### config.mk
export PLATFORM = sky130hd
export DESIGN_NAME = dmem_arbiter
export DESIGN_NICKNAME = d
export VERILOG_FILES = /design/src/rtl/dmem_arbiter.sv
export SDC_FILE = /design/constraint.sdc
export NUM_CORES = 1
export LEC_CHECK = 0
export BUFFER_PORTS_ARGS = -buffer_cell sky130_fd_sc_hd__buf_2
export CAP_MARGIN = 20
export CELL_PAD_IN_SITES_DETAIL_PLACEMENT = 1
export CELL_PAD_IN_SITES_GLOBAL_PLACEMENT = 1
export CORE_MARGIN = 2
export CORE_UTILIZATION = 30
export DETAILED_ROUTE_END_ITERATION = 10
export GPL_TIMING_DRIVEN = 0
export PLACE_DENSITY = 0.71
export SYNTH_ARGS = -nofsm -noshare
export SYNTH_HDL_FRONTEND = slang
export SYNTH_SLANG_ARGS = --single-unit
### constraint.sdc
create_clock -name cpu_clk -period 1.7 [get_ports cpu_clk]
set_input_delay 0.34 -clock cpu_clk [delete_from_list [all_inputs] [get_ports cpu_clk]]
set_output_delay 0.34 -clock cpu_clk [all_outputs]
set_load 0.02 [all_outputs]
### src/rtl/dmem_arbiter.sv
// Data-memory arbiter: shares one synchronous RAM port between the CPU and a debug agent.
// Optional starvation guard is enabled by defining DMEM_ARB_STARVE_GUARD_EN.
module dmem_arbiter #(
    parameter int STARVE_LIMIT = 8
) (
    input  logic        cpu_clk,
    input  logic        cpu_rstn,
    input  logic        cpu_halted,
    input  logic        cpu_req,
    input  logic        cpu_we,
    input  logic [31:0] cpu_addr,
    input  logic [31:0] cpu_wdata,
    output logic        cpu_gnt,
    output logic        cpu_rvalid,
    output logic [31:0] cpu_rdata,
    input  logic        dbg_req,
    input  logic        dbg_we,
    input  logic [31:0] dbg_addr,
    input  logic [31:0] dbg_wdata,
    output logic        dbg_busy,
    output logic        dbg_done,
    output logic        dbg_drop,
    output logic [31:0] dbg_rdata,
    output logic        mem_en,
    output logic        mem_we,
    output logic [31:0] mem_addr,
    output logic [31:0] mem_wdata,
    input  logic [31:0] mem_rdata
);

    typedef enum logic [1:0] {
        D_IDLE   = 2'd0,
        D_PEND   = 2'd1,
        D_RDWAIT = 2'd2
    } d_state_t;

    d_state_t    state_reg, state_next;
    logic        cmd_we_reg;
    logic [31:0] cmd_addr_reg;
    logic [31:0] cmd_wdata_reg;
    logic        done_reg;
    logic        drop_reg;
    logic        rvalid_reg;
    logic [31:0] dbg_rdata_reg;
    logic        dbg_issue;
    logic        starve_force;

`ifdef DMEM_ARB_STARVE_GUARD_EN
    localparam logic [3:0] STARVE_LIMIT_W = 4'(STARVE_LIMIT);
    logic [3:0] starve_cnt_reg, starve_cnt_next;

    assign starve_force = (state_reg == D_PEND) && (starve_cnt_reg >= STARVE_LIMIT_W);

    // Counts only the pending cycles the CPU actually wins.
    always_comb begin
        starve_cnt_next = starve_cnt_reg;
        if (dbg_issue)
            starve_cnt_next = 4'd0;
        else if (state_reg == D_PEND && cpu_req && !cpu_halted)
            starve_cnt_next = starve_cnt_reg + 4'd1;
    end

    always_ff @(posedge cpu_clk or negedge cpu_rstn) begin
        if (!cpu_rstn)
            starve_cnt_reg <= 4'd0;
        else
            starve_cnt_reg <= starve_cnt_next;
    end
`else
    logic [3:0] unused_starve_limit;
    assign unused_starve_limit = 4'(STARVE_LIMIT);
    assign starve_force = 1'b0;
`endif

    assign dbg_issue = cpu_rstn && (state_reg == D_PEND)
                       && (!cpu_req || cpu_halted || starve_force);
    assign cpu_gnt   = cpu_rstn && cpu_req && !dbg_issue;
    assign mem_en    = cpu_gnt || dbg_issue;
    assign mem_we    = dbg_issue ? cmd_we_reg    : (cpu_gnt && cpu_we);
    assign mem_addr  = dbg_issue ? cmd_addr_reg  : cpu_addr;
    assign mem_wdata = dbg_issue ? cmd_wdata_reg : cpu_wdata;

    assign dbg_busy   = (state_reg != D_IDLE);
    assign dbg_done   = done_reg;
    assign dbg_drop   = drop_reg;
    assign dbg_rdata  = dbg_rdata_reg;
    assign cpu_rvalid = rvalid_reg;
    assign cpu_rdata  = mem_rdata;

    always_comb begin
        state_next = state_reg;
        case (state_reg)
            D_IDLE:   if (dbg_req) state_next = D_PEND;
            D_PEND:   if (dbg_issue) state_next = cmd_we_reg ? D_IDLE : D_RDWAIT;
            D_RDWAIT: state_next = D_IDLE;
            default:  state_next = D_IDLE;
        endcase
    end

    always_ff @(posedge cpu_clk or negedge cpu_rstn) begin
        if (!cpu_rstn) begin
            state_reg     <= D_IDLE;
            cmd_we_reg    <= 1'b0;
            cmd_addr_reg  <= 32'd0;
            cmd_wdata_reg <= 32'd0;
            done_reg      <= 1'b0;
            drop_reg      <= 1'b0;
            rvalid_reg    <= 1'b0;
            dbg_rdata_reg <= 32'd0;
        end else begin
            state_reg <= state_next;
            if (state_reg == D_IDLE && dbg_req) begin
                cmd_we_reg    <= dbg_we;
                cmd_addr_reg  <= dbg_addr;
                cmd_wdata_reg <= dbg_wdata;
            end
            // Writes complete the cycle after issue; reads one cycle later, after capture.
            done_reg   <= (dbg_issue && cmd_we_reg) || (state_reg == D_RDWAIT);
            drop_reg   <= dbg_req && (state_reg != D_IDLE);
            rvalid_reg <= cpu_gnt && !cpu_we;
            if (state_reg == D_RDWAIT)
                dbg_rdata_reg <= mem_rdata;
        end
    end

endmodule
Yosys cells after proc, flatten, opt, wreduce, memory -nomap -nowiden
Cells that the tools add are included.
Word-level totals
  register bits after elaboration: 102
  input bits: 167
  output and inout port bits: 135
Cells by class
  eq/ne operators: 4
  mux-type cells: 7
  reductions and logical operators: 18
Operator list (number)
  $mux 32: 2
  $logic_and 1x1->1: 9
  $mux 2: 3
  $ne 2x2->1 const B: 2
  $pmux 2 s2: 1
  $logic_not 1->1: 3
  $logic_or 1x1->1: 3
  $eq 2x1->1 const B: 1
  $eq 2x2->1 const B: 1
  $logic_not 2->1: 1
  $reduce_and 2->1: 1
  $reduce_bool 2->1: 1
  $mux 1: 1

Logic depth before layout (Yosys ltp)
Gate-level depths: netlist (run 1).
  depth in word-level cells: 7
  gate-level depth with buffers: 5

Worst setup path before layout (run 1)
No wires, ideal clock.
  path kind: register -> output
  start: register state_reg[1]
  end: output mem_addr[24]
  arrival: 1268 ps
  required time: 1360 ps
  path slack: 92 ps
  cell stages (with the launch flop): 6
  buffers on the path: 2
  cells stage by stage: dfrtp_1 > nor2b_4 > nand3_2 > buf_6 > buf_6 > mux2_4
Between the ends
  cells in the longest elaborated chain, start to end: 4
RTL lines
  from (decl): line 37  | d_state_t state_reg, state_next;
  from (signal assigned): line 111  | state_reg <= state_next;
  $eq 2x1->1: line 75  | assign dbg_issue = cpu_rstn && (state_reg == D_PEND)
  $logic_and 1x1->1: line 75
  $logic_and 1x1->1: line 76  | && (!cpu_req || cpu_halted || starve_force);
  $mux 32: line 80  | assign mem_addr = dbg_issue ? cmd_addr_reg : cpu_addr;
  to (decl): line 26  | output logic [31:0] mem_addr,
No other way between the ends.

Final worst setup path (run 1)
  start: register state_reg[1]
  end: output mem_wdata[6]
Between the ends
  cells in the longest elaborated chain, start to end: 4
RTL lines
  $eq 2x1->1: line 75
  $logic_and 1x1->1: line 75
  $logic_and 1x1->1: line 76
  $mux 32: line 81  | assign mem_wdata = dbg_issue ? cmd_wdata_reg : cpu_wdata;
  to (decl): line 27  | output logic [31:0] mem_wdata,
No other way between the ends.

==> summary.txt, run 1 <==
===========================================================================================
Worst-case vdd ir drop                                                               660 µV
Count of synthesis-stage warnings from yosys                                              0
Max-cap violations                                                                        0
Share of the yosys chip area belonging to registers                                   49.4%
Number of port buffers                                                                  301
CTS tree                                                                                yes
Minimum clock period                                                                2130 ps
Power Density                                                                   1600 nW/µm²
Fin util                                                                              46.9%
Mean instance size in the synthesized netlist                                      15.6 µm²
Leakage power figure                                                                4.07 nW
Final routed DRC violation total                                                          0
Critical Path End Type                                                         primary output
Area of all placed cells without fillers                                           7840 µm²
Max-slew headroom at the worst pin                                                    83.2%
Initial antenna violation count                                                           0
Root Driver                                                                       clkbuf_16
Growth of design area from synthesis to finish                                        51.8%
Hpwl dp                                                                            12000 µm
Residual antenna-violating net count after detailed routing                               0
Critical Path Fanout Max                                                                 10
Die Y-Extent                                                                         135 µm
Actual slew at the worst max-slew pin                                                251 ps
Standard-cell rows                                                                       47
Dpl cell area                                                                      6970 µm²
Unrepaired setup endpoints after global routing                                         yes
Detailed-router iteration count before antenna repair                                     4
Net count after synthesis                                                               497
Final net count                                                                         825
Wire length of the first global-routing pass                                       23500 µm
Width of the die                                                                     135 µm
Antenna diode count                                                                       0
Clock-pin slew of the registers on the worst-case setup and hold paths                70 ps
Failing checks                                                                 setup timing
Fraction of final layout cells with drive strength greater than 1                     82.7%
Global-route total usage across every layer                                           16.7%
Most frequent standard cell in the layout excluding fill and tap cells                buf_2
Worst Setup Start Kind                                                             register
Result of the run                                                              finished with violations
Worst hold path type                                                           input port to async pin
Number of global-route vias before repair                                              4384
Fin cells                                                                               883
Buffers from clock root to sink, at most                                                  2
Final worst clock skew                                                              9.61 ps
Total placed cells including tap cells                                                  852
Kind of critical path                                                          register to primary output
Number of design-rule violations left by the first detailed-router iteration             57
Final critical-path share of the clock period                                          125%
Setup slack after layout                                                            -427 ps
Synthesized area                                                                   5160 µm²
Vias post-DR                                                                           3857
Crit path required time                                                             1360 ps
Final weighted congestion in routability-driven placement                             0.731
Worst EP arrival                                                                    1790 ps
Most frequent cells in the layout                                              buf_2, dfrtp_1, mux2_2
Final hold vios                                                                           0
Worst slack on hold paths                                                           22.3 ps
Floorplan die area                                                                18300 µm²
Power after layout                                                                  12.5 mW
Grt total ovfl                                                                            0
Clock tree sinks                                                                        102
Cells after Synth                                                                       330
Final number of setup-violating endpoints                                                65
Synth unique cells                                                                       19
Count of final max-slew check failures                                                    0
Avg WL per Cell                                                                     17.4 µm
Number of ports placed on the die boundary                                              302
Setup Total Neg Slack                                                             -24620 ps
Pin count of the biggest net entering global routing                                     42
Maximum frequency from static timing analysis                                       470 MHz
Initial standard-cell utilization of the core                                         30.9%
Yosys reg bits                                                                          102
Core Footprint                                                                    16700 µm²
Drt via density                                                                        4.37
Clock insertion delay at the later pin of the skew report                            350 ps
Sum of routed wire length over all layers                                          15400 µm
Total CTS buffers                                                                         9
Pre-CTS setup slack                                                                 -883 ps
CTS H-tree depth                                                                          3
===========================================================================================
## report_power, final
group	total (mW)	internal (mW)	leakage [nW]	switching, mW
clock	1.90	0.994	0.122	0.907
sequential	4.34	3.64	1.22	0.701
combinational	6.28	3.50	2.73	2.78
total	12.5	8.14	4.07	4.39
## cells in the mapped netlist, drive strengths merged
library cell  instances  area share [%]
a21o                  2            0.29
a21oi                 1           0.097
a22o                  1            0.17
and2                  1            0.17
and3                  1            0.12
buf                  50             7.6
dfrtp               102              49
inv                   1           0.073
mux2                161              41
nand2                 1           0.073
nand2b                1            0.12
nand3                 1            0.19
nor2                  2            0.15
nor2b                 4            0.63
o21a                  1            0.15
## cell type report
class / instances / area (µm²)
clock buffers: 11 / 233
inverters: 1 / 3.75
repair buffers: 317 / 1980
plain buffers: 50 / 504
clock inverters: 5 / 36.3
well taps: 220 / 275
multi-input cells: 177 / 2250
flip-flops and latches: 102 / 2550
fillers: 1805 / 8860
## final timing paths
path,from,end,slack [ps],depth (start not counted)
setup / recovery,state_reg[1],mem_wdata[6],-430,6
hold / removal,cpu_rstn,dbg_rdata[28],20,3
setup reg to reg,state_reg[0],cmd_addr_reg[11],50,6
hold reg to reg,dbg_rdata[26],dbg_rdata[26],500,1
max in group asynchronous,cpu_rstn,cmd_addr_reg[7],1450,3
min in group cpu_clk,cpu_we,cpu_rvalid,180,2
## timing repair
action / 4_1_cts / 5_1_grt
buffers inserted: 8 / 4
gates resized for setup: 77 / 43
pin swaps: 4 / 4
cloned: 2 / 0
setup endpoints to repair: 77 / 100
hold endpoints to repair: 41 / 0
hold buffers: 3 / 0
## worst max-delay path, cell delays in order, from the launching register on
cell and delay [ps]:
dfrtp_1 410, nor2b_4 150, nand3_4 100, buf_12 160
buf_12 150, mux2_4 290, buf_2 160
## routing by layer
| layer | GRT usage [%] | share of wire (%) | vias to the layer above |
|---|---|---|---|
| met5 | 0 | 0 | - |
| met4 | 5.50 | 2.0 | 0 |
| met3 | 5.09 | 7.6 | 22 |
| met2 | 31.8 | 54 | 175 |
| met1 | 17.5 | 36 | 1879 |
| li1 | - | - | 1781 |
## kinds of logic (layout without fill, tap and decap cells)
| kind of cell | after synthesis | count (layout) | synth area share (%) |
|---|---|---|---|
| buf+inv | 51 | 384 | 7.68 |
| mux | 161 | 161 | 40.7 |
| flops | 102 | 102 | 49.4 |
| compound gates | 5 | 5 | 0.703 |
| simple gates | 11 | 11 | 1.45 |
Power figures use the tool's default switching activity.
==> run 2, diff against run 1 <==
--- a/config.mk
+++ b/config.mk
@@ -5,15 +5,17 @@
 export SDC_FILE = /design/constraint.sdc
 export NUM_CORES = 1
 export LEC_CHECK = 0
+export ABC_AREA = 1
 export BUFFER_PORTS_ARGS = -buffer_cell sky130_fd_sc_hd__buf_2
 export CAP_MARGIN = 20
 export CELL_PAD_IN_SITES_DETAIL_PLACEMENT = 1
 export CELL_PAD_IN_SITES_GLOBAL_PLACEMENT = 1
 export CORE_MARGIN = 2
 export CORE_UTILIZATION = 30
+export CTS_BUF_LIST = sky130_fd_sc_hd__clkbuf_16
 export DETAILED_ROUTE_END_ITERATION = 10
 export GPL_TIMING_DRIVEN = 0
-export PLACE_DENSITY = 0.71
+export PLACE_DENSITY = 0.79
 export SYNTH_ARGS = -nofsm -noshare
 export SYNTH_HDL_FRONTEND = slang
 export SYNTH_SLANG_ARGS = --single-unit
==> summary.txt, run 2 <==
===========================================================================================
Clock insertion delay at the later pin of the skew report                            340 ps   was 350 ps
Biggest area contributors in the synthesized netlist                           dfrtp_1, nand2_1, buf_4   was dfrtp_1, mux2_4, mux2_2
Number of port buffers                                                                  301   unchanged
Sequential share of power                                                             31.9%   was 34.7%
Drt via density                                                                        4.46   was 4.37
Wire length of the first global-routing pass                                       27300 µm   was 23500 µm
Avg WL per Cell                                                                     15.5 µm   was 17.4 µm
Fraction of final layout cells with drive strength greater than 1                     46.7%   was 82.7%
Dpl cell area                                                                      6790 µm²   was 6970 µm²
Final worst clock skew                                                              4.45 ps   was 9.61 ps
Unrepaired setup endpoints after global routing                                         yes   unchanged
Worst slack on hold paths                                                          -7.54 ps   was 22.3 ps
Final weighted congestion in routability-driven placement                             0.785   was 0.731
Power after layout                                                                  12.5 mW   about the same
Mean instance size in the synthesized netlist                                      8.10 µm²   was 15.6 µm²
Count of final max-slew check failures                                                    0   unchanged
Synth area leader                                                                   dfrtp_1   unchanged
Failing checks                                                                 hold timing, setup timing   was setup timing
Die Y-Extent                                                                         133 µm   was 135 µm
Leading post-synthesis cells by instance count                                 nand2_1, dfrtp_1, inv_1   was dfrtp_1, mux2_2, mux2_4
Cell with the most instances after synthesis                                        nand2_1   was dfrtp_1
Leakage power figure                                                                4.38 nW   was 4.07 nW
Fraction of power consumed by combinational cells                                     50.6%   was 50.1%
Most Frequent Cell on Critical Path                                                  buf_12   unchanged
Most frequent cells in the layout                                              buf_2, nand2_1, dfrtp_1   was buf_2, dfrtp_1, mux2_2
Worst Reg-to-Reg Cells                                                                    7   was 6
Crit path required time                                                             1360 ps   about the same
Crit-path slowest cell                                                              dfrtp_1   unchanged
Yosys reg bits                                                                          102   unchanged
Maximum cell stage delay along the critical path                                     390 ps   was 410 ps
Number of global-route vias before repair                                              5447   was 4384
Detailed-router iteration count before antenna repair                                     4   unchanged
Number of ports placed on the die boundary                                              302   unchanged
Final hold vios                                                                           4   was 0
Number of design-rule violations left by the first detailed-router iteration            148   was 57
Hpwl dp                                                                            13600 µm   was 12000 µm
Fin util                                                                              46.7%   was 46.9%
Pin count of the biggest net entering global routing                                     54   was 42
Max-slew headroom at the worst pin                                                    44.1%   was 83.2%
Total CTS buffers                                                                         9   unchanged
Worst EP arrival                                                                    1760 ps   was 1790 ps
Growth of design area from synthesis to finish                                        54.0%   was 51.8%
Residual antenna-violating net count after detailed routing                               0   unchanged
Synth unique cells                                                                       18   was 19
Number of enable flip-flop cells after synthesis                                          0   unchanged
Most frequent standard cell in the layout excluding fill and tap cells                buf_2   unchanged
Result of the run                                                              finished with violations   unchanged
Critical Path End Type                                                         primary output   unchanged
Sw Pwr                                                                              5.32 mW   was 4.39 mW
Kind of critical path                                                          register to primary output   unchanged
List of cells traversed by the critical path                                   inv_4, nor2_4, nand3_4, buf_12, buf_12, clkbuf_16, nand2_2, o21ai_1, buf_4   was nor2b_4, nand3_4, buf_12, buf_12, mux2_4, buf_2
Maximum frequency from static timing analysis                                       476 MHz   was 470 MHz
Share of the yosys chip area belonging to registers                                   51.2%   was 49.4%
Sum of routed wire length over all layers                                          18100 µm   was 15400 µm
Clock power share                                                                     17.5%   was 15.2%
Minimum clock period                                                                2100 ps   was 2130 ps
Area of all placed cells without fillers                                           7670 µm²   was 7840 µm²
Cell-internal power                                                                 7.21 mW   was 8.14 mW
Actual slew at the worst max-slew pin                                                835 ps   was 251 ps
Count of synthesis-stage warnings from yosys                                              0   unchanged
Vias post-DR                                                                           5208   was 3857
CTS tree                                                                                yes   unchanged
Clock tree sinks                                                                        102   unchanged
Antenna diode count                                                                       0   unchanged
Width of the die                                                                     133 µm   was 135 µm
Net count after synthesis                                                               782   was 497
Max-cap violations                                                                        0   unchanged
CTS H-tree depth                                                                          3   unchanged
Synthesized area                                                                   4980 µm²   was 5160 µm²
Initial standard-cell utilization of the core                                         30.4%   was 30.9%
Core Footprint                                                                    16400 µm²   was 16700 µm²
Floorplan die area                                                                17700 µm²   was 18300 µm²
Final number of setup-violating endpoints                                                67   was 65
Initial antenna violation count                                                           0   unchanged
Most used flip-flop cell after synthesis                                            dfrtp_1   unchanged
Share of total power consumed by net switching                                        42.4%   was 35.0%
Global-route total usage across every layer                                           19.5%   was 16.7%
Pre-CTS setup slack                                                                 -676 ps   was -883 ps
Cells after Synth                                                                       615   was 330
Final routed DRC violation total                                                          0   unchanged
Power Density                                                                   1630 nW/µm²   was 1600 nW/µm²
Top cell type's share of synthesized area                                             51.2%   was 49.4%
Setup slack after layout                                                            -402 ps   was -427 ps
Critical Path Fanout Max                                                                  7   was 10
Async S/R FF share, synth                                                              100%   unchanged
Worst-case vdd ir drop                                                               660 µV   about the same
Worst Setup Start Kind                                                             register   unchanged
Clock-pin slew of the registers on the worst-case setup and hold paths                70 ps   about the same
Final net count                                                                        1111   was 825
Worst hold path type                                                           input port to async pin   unchanged
Buffers from clock root to sink, at most                                                  2   unchanged
Root Driver                                                                       clkbuf_16   unchanged
Final critical-path share of the clock period                                          124%   was 125%
Standard-cell rows                                                                       47   unchanged
Grt total ovfl                                                                            0   unchanged
===========================================================================================
-- run 2: changes by cell type after synthesis, sizes merged, moves of 2 or more --
| cell | previous run | this run |
|---|---|---|
| a21o | 2 | 0 |
| a21oi | 1 | 64 |
| buf | 50 | 56 |
| clkbuf | 0 | 14 |
| inv | 1 | 70 |
| mux2 | 161 | 0 |
| nand2 | 1 | 140 |
| nand3 | 1 | 35 |
| nor2 | 2 | 69 |
| nor2b | 4 | 0 |
| o21ai | 0 | 64 |
-- run 2: cells by family after synthesis --
logic type	synth area share (%)
AOI/OAI and AO/OA	13.8
buffers and inverters	15.0
DFF	51.2
and+or+nand+nor	19.9
-- run 2: metal layers --
layer | vias up | GRT usage [%] | share of wire (%)
li1 | 2550 | - | -
met1 | 2463 | 22.6 | 40
met4 | 0 | 4.84 | 0.98
met2 | 185 | 36.0 | 52
met5 | - | 0 | 0
met3 | 10 | 4.90 | 7.0
-- run 2: worst paths after layout --
path	startpoint	to	slack (ps)
max	state_reg[0]	mem_addr[6]	-400
min	cpu_rstn	dbg_rdata[26]	-8
max reg2reg	state_reg[1]	cmd_wdata_reg[29]	160
min reg2reg	dbg_rdata[14]	dbg_rdata[14]	470
max in group asynchronous	cpu_rstn	cpu_rvalid	490
min in group cpu_clk	cpu_we	cpu_rvalid	190
-- run 2: power by group through the flow --
stage	Sequential, mW	Combinational [mW]	Clock, mW
after global placement	3.96	5.54	0
after floorplan	4.46	3.17	0
after detailed placement	4.02	5.68	0
after global routing	4.11	6.96	2.37
after CTS	3.98	5.96	2.26
final	3.99	6.34	2.19
-- run 2: through the flow --
| stage | instances | TNS, ps |
|---|---|---|
| 3_3_place_gp | 1136 | -246710 |
| 3_5_place_dp | 1137 | -41900 |
| 5_1_grt | 1169 | -30260 |
| 4_1_cts | 1160 | -29180 |
| 6_report | 1169 | -24200 |
| 2_1_floorplan | 615 | -79.7 |
-- run 2: final cells by class --
type / count / area, µm²
plain buffers: 68 / 518
clock buffers: 9 / 225
clock inverters: 7 / 88.8
fillers: 2080 / 8740
inverters: 70 / 265
multi-input cells: 373 / 1850
flip-flops and latches: 102 / 2550
well taps: 220 / 275
repair buffers: 320 / 1900
-- run 2: repair_timing --
item	4_1_cts	5_1_grt
pin swaps	2	1
cloned	1	2
setup endpoints to repair	67	114
endpoints found under the hold margin	49	18
resized for setup	29	84
setup buffers	7	5
-- run 2: worst max-delay path, delay by kind of cell, from the launching register on --
family                 cells  cell delay [ps]
AO/OA/AOI/OAI              1               50
buffers and inverters      5              680
flip-flops                 1              390
AND/OR/NAND/NOR            3              290
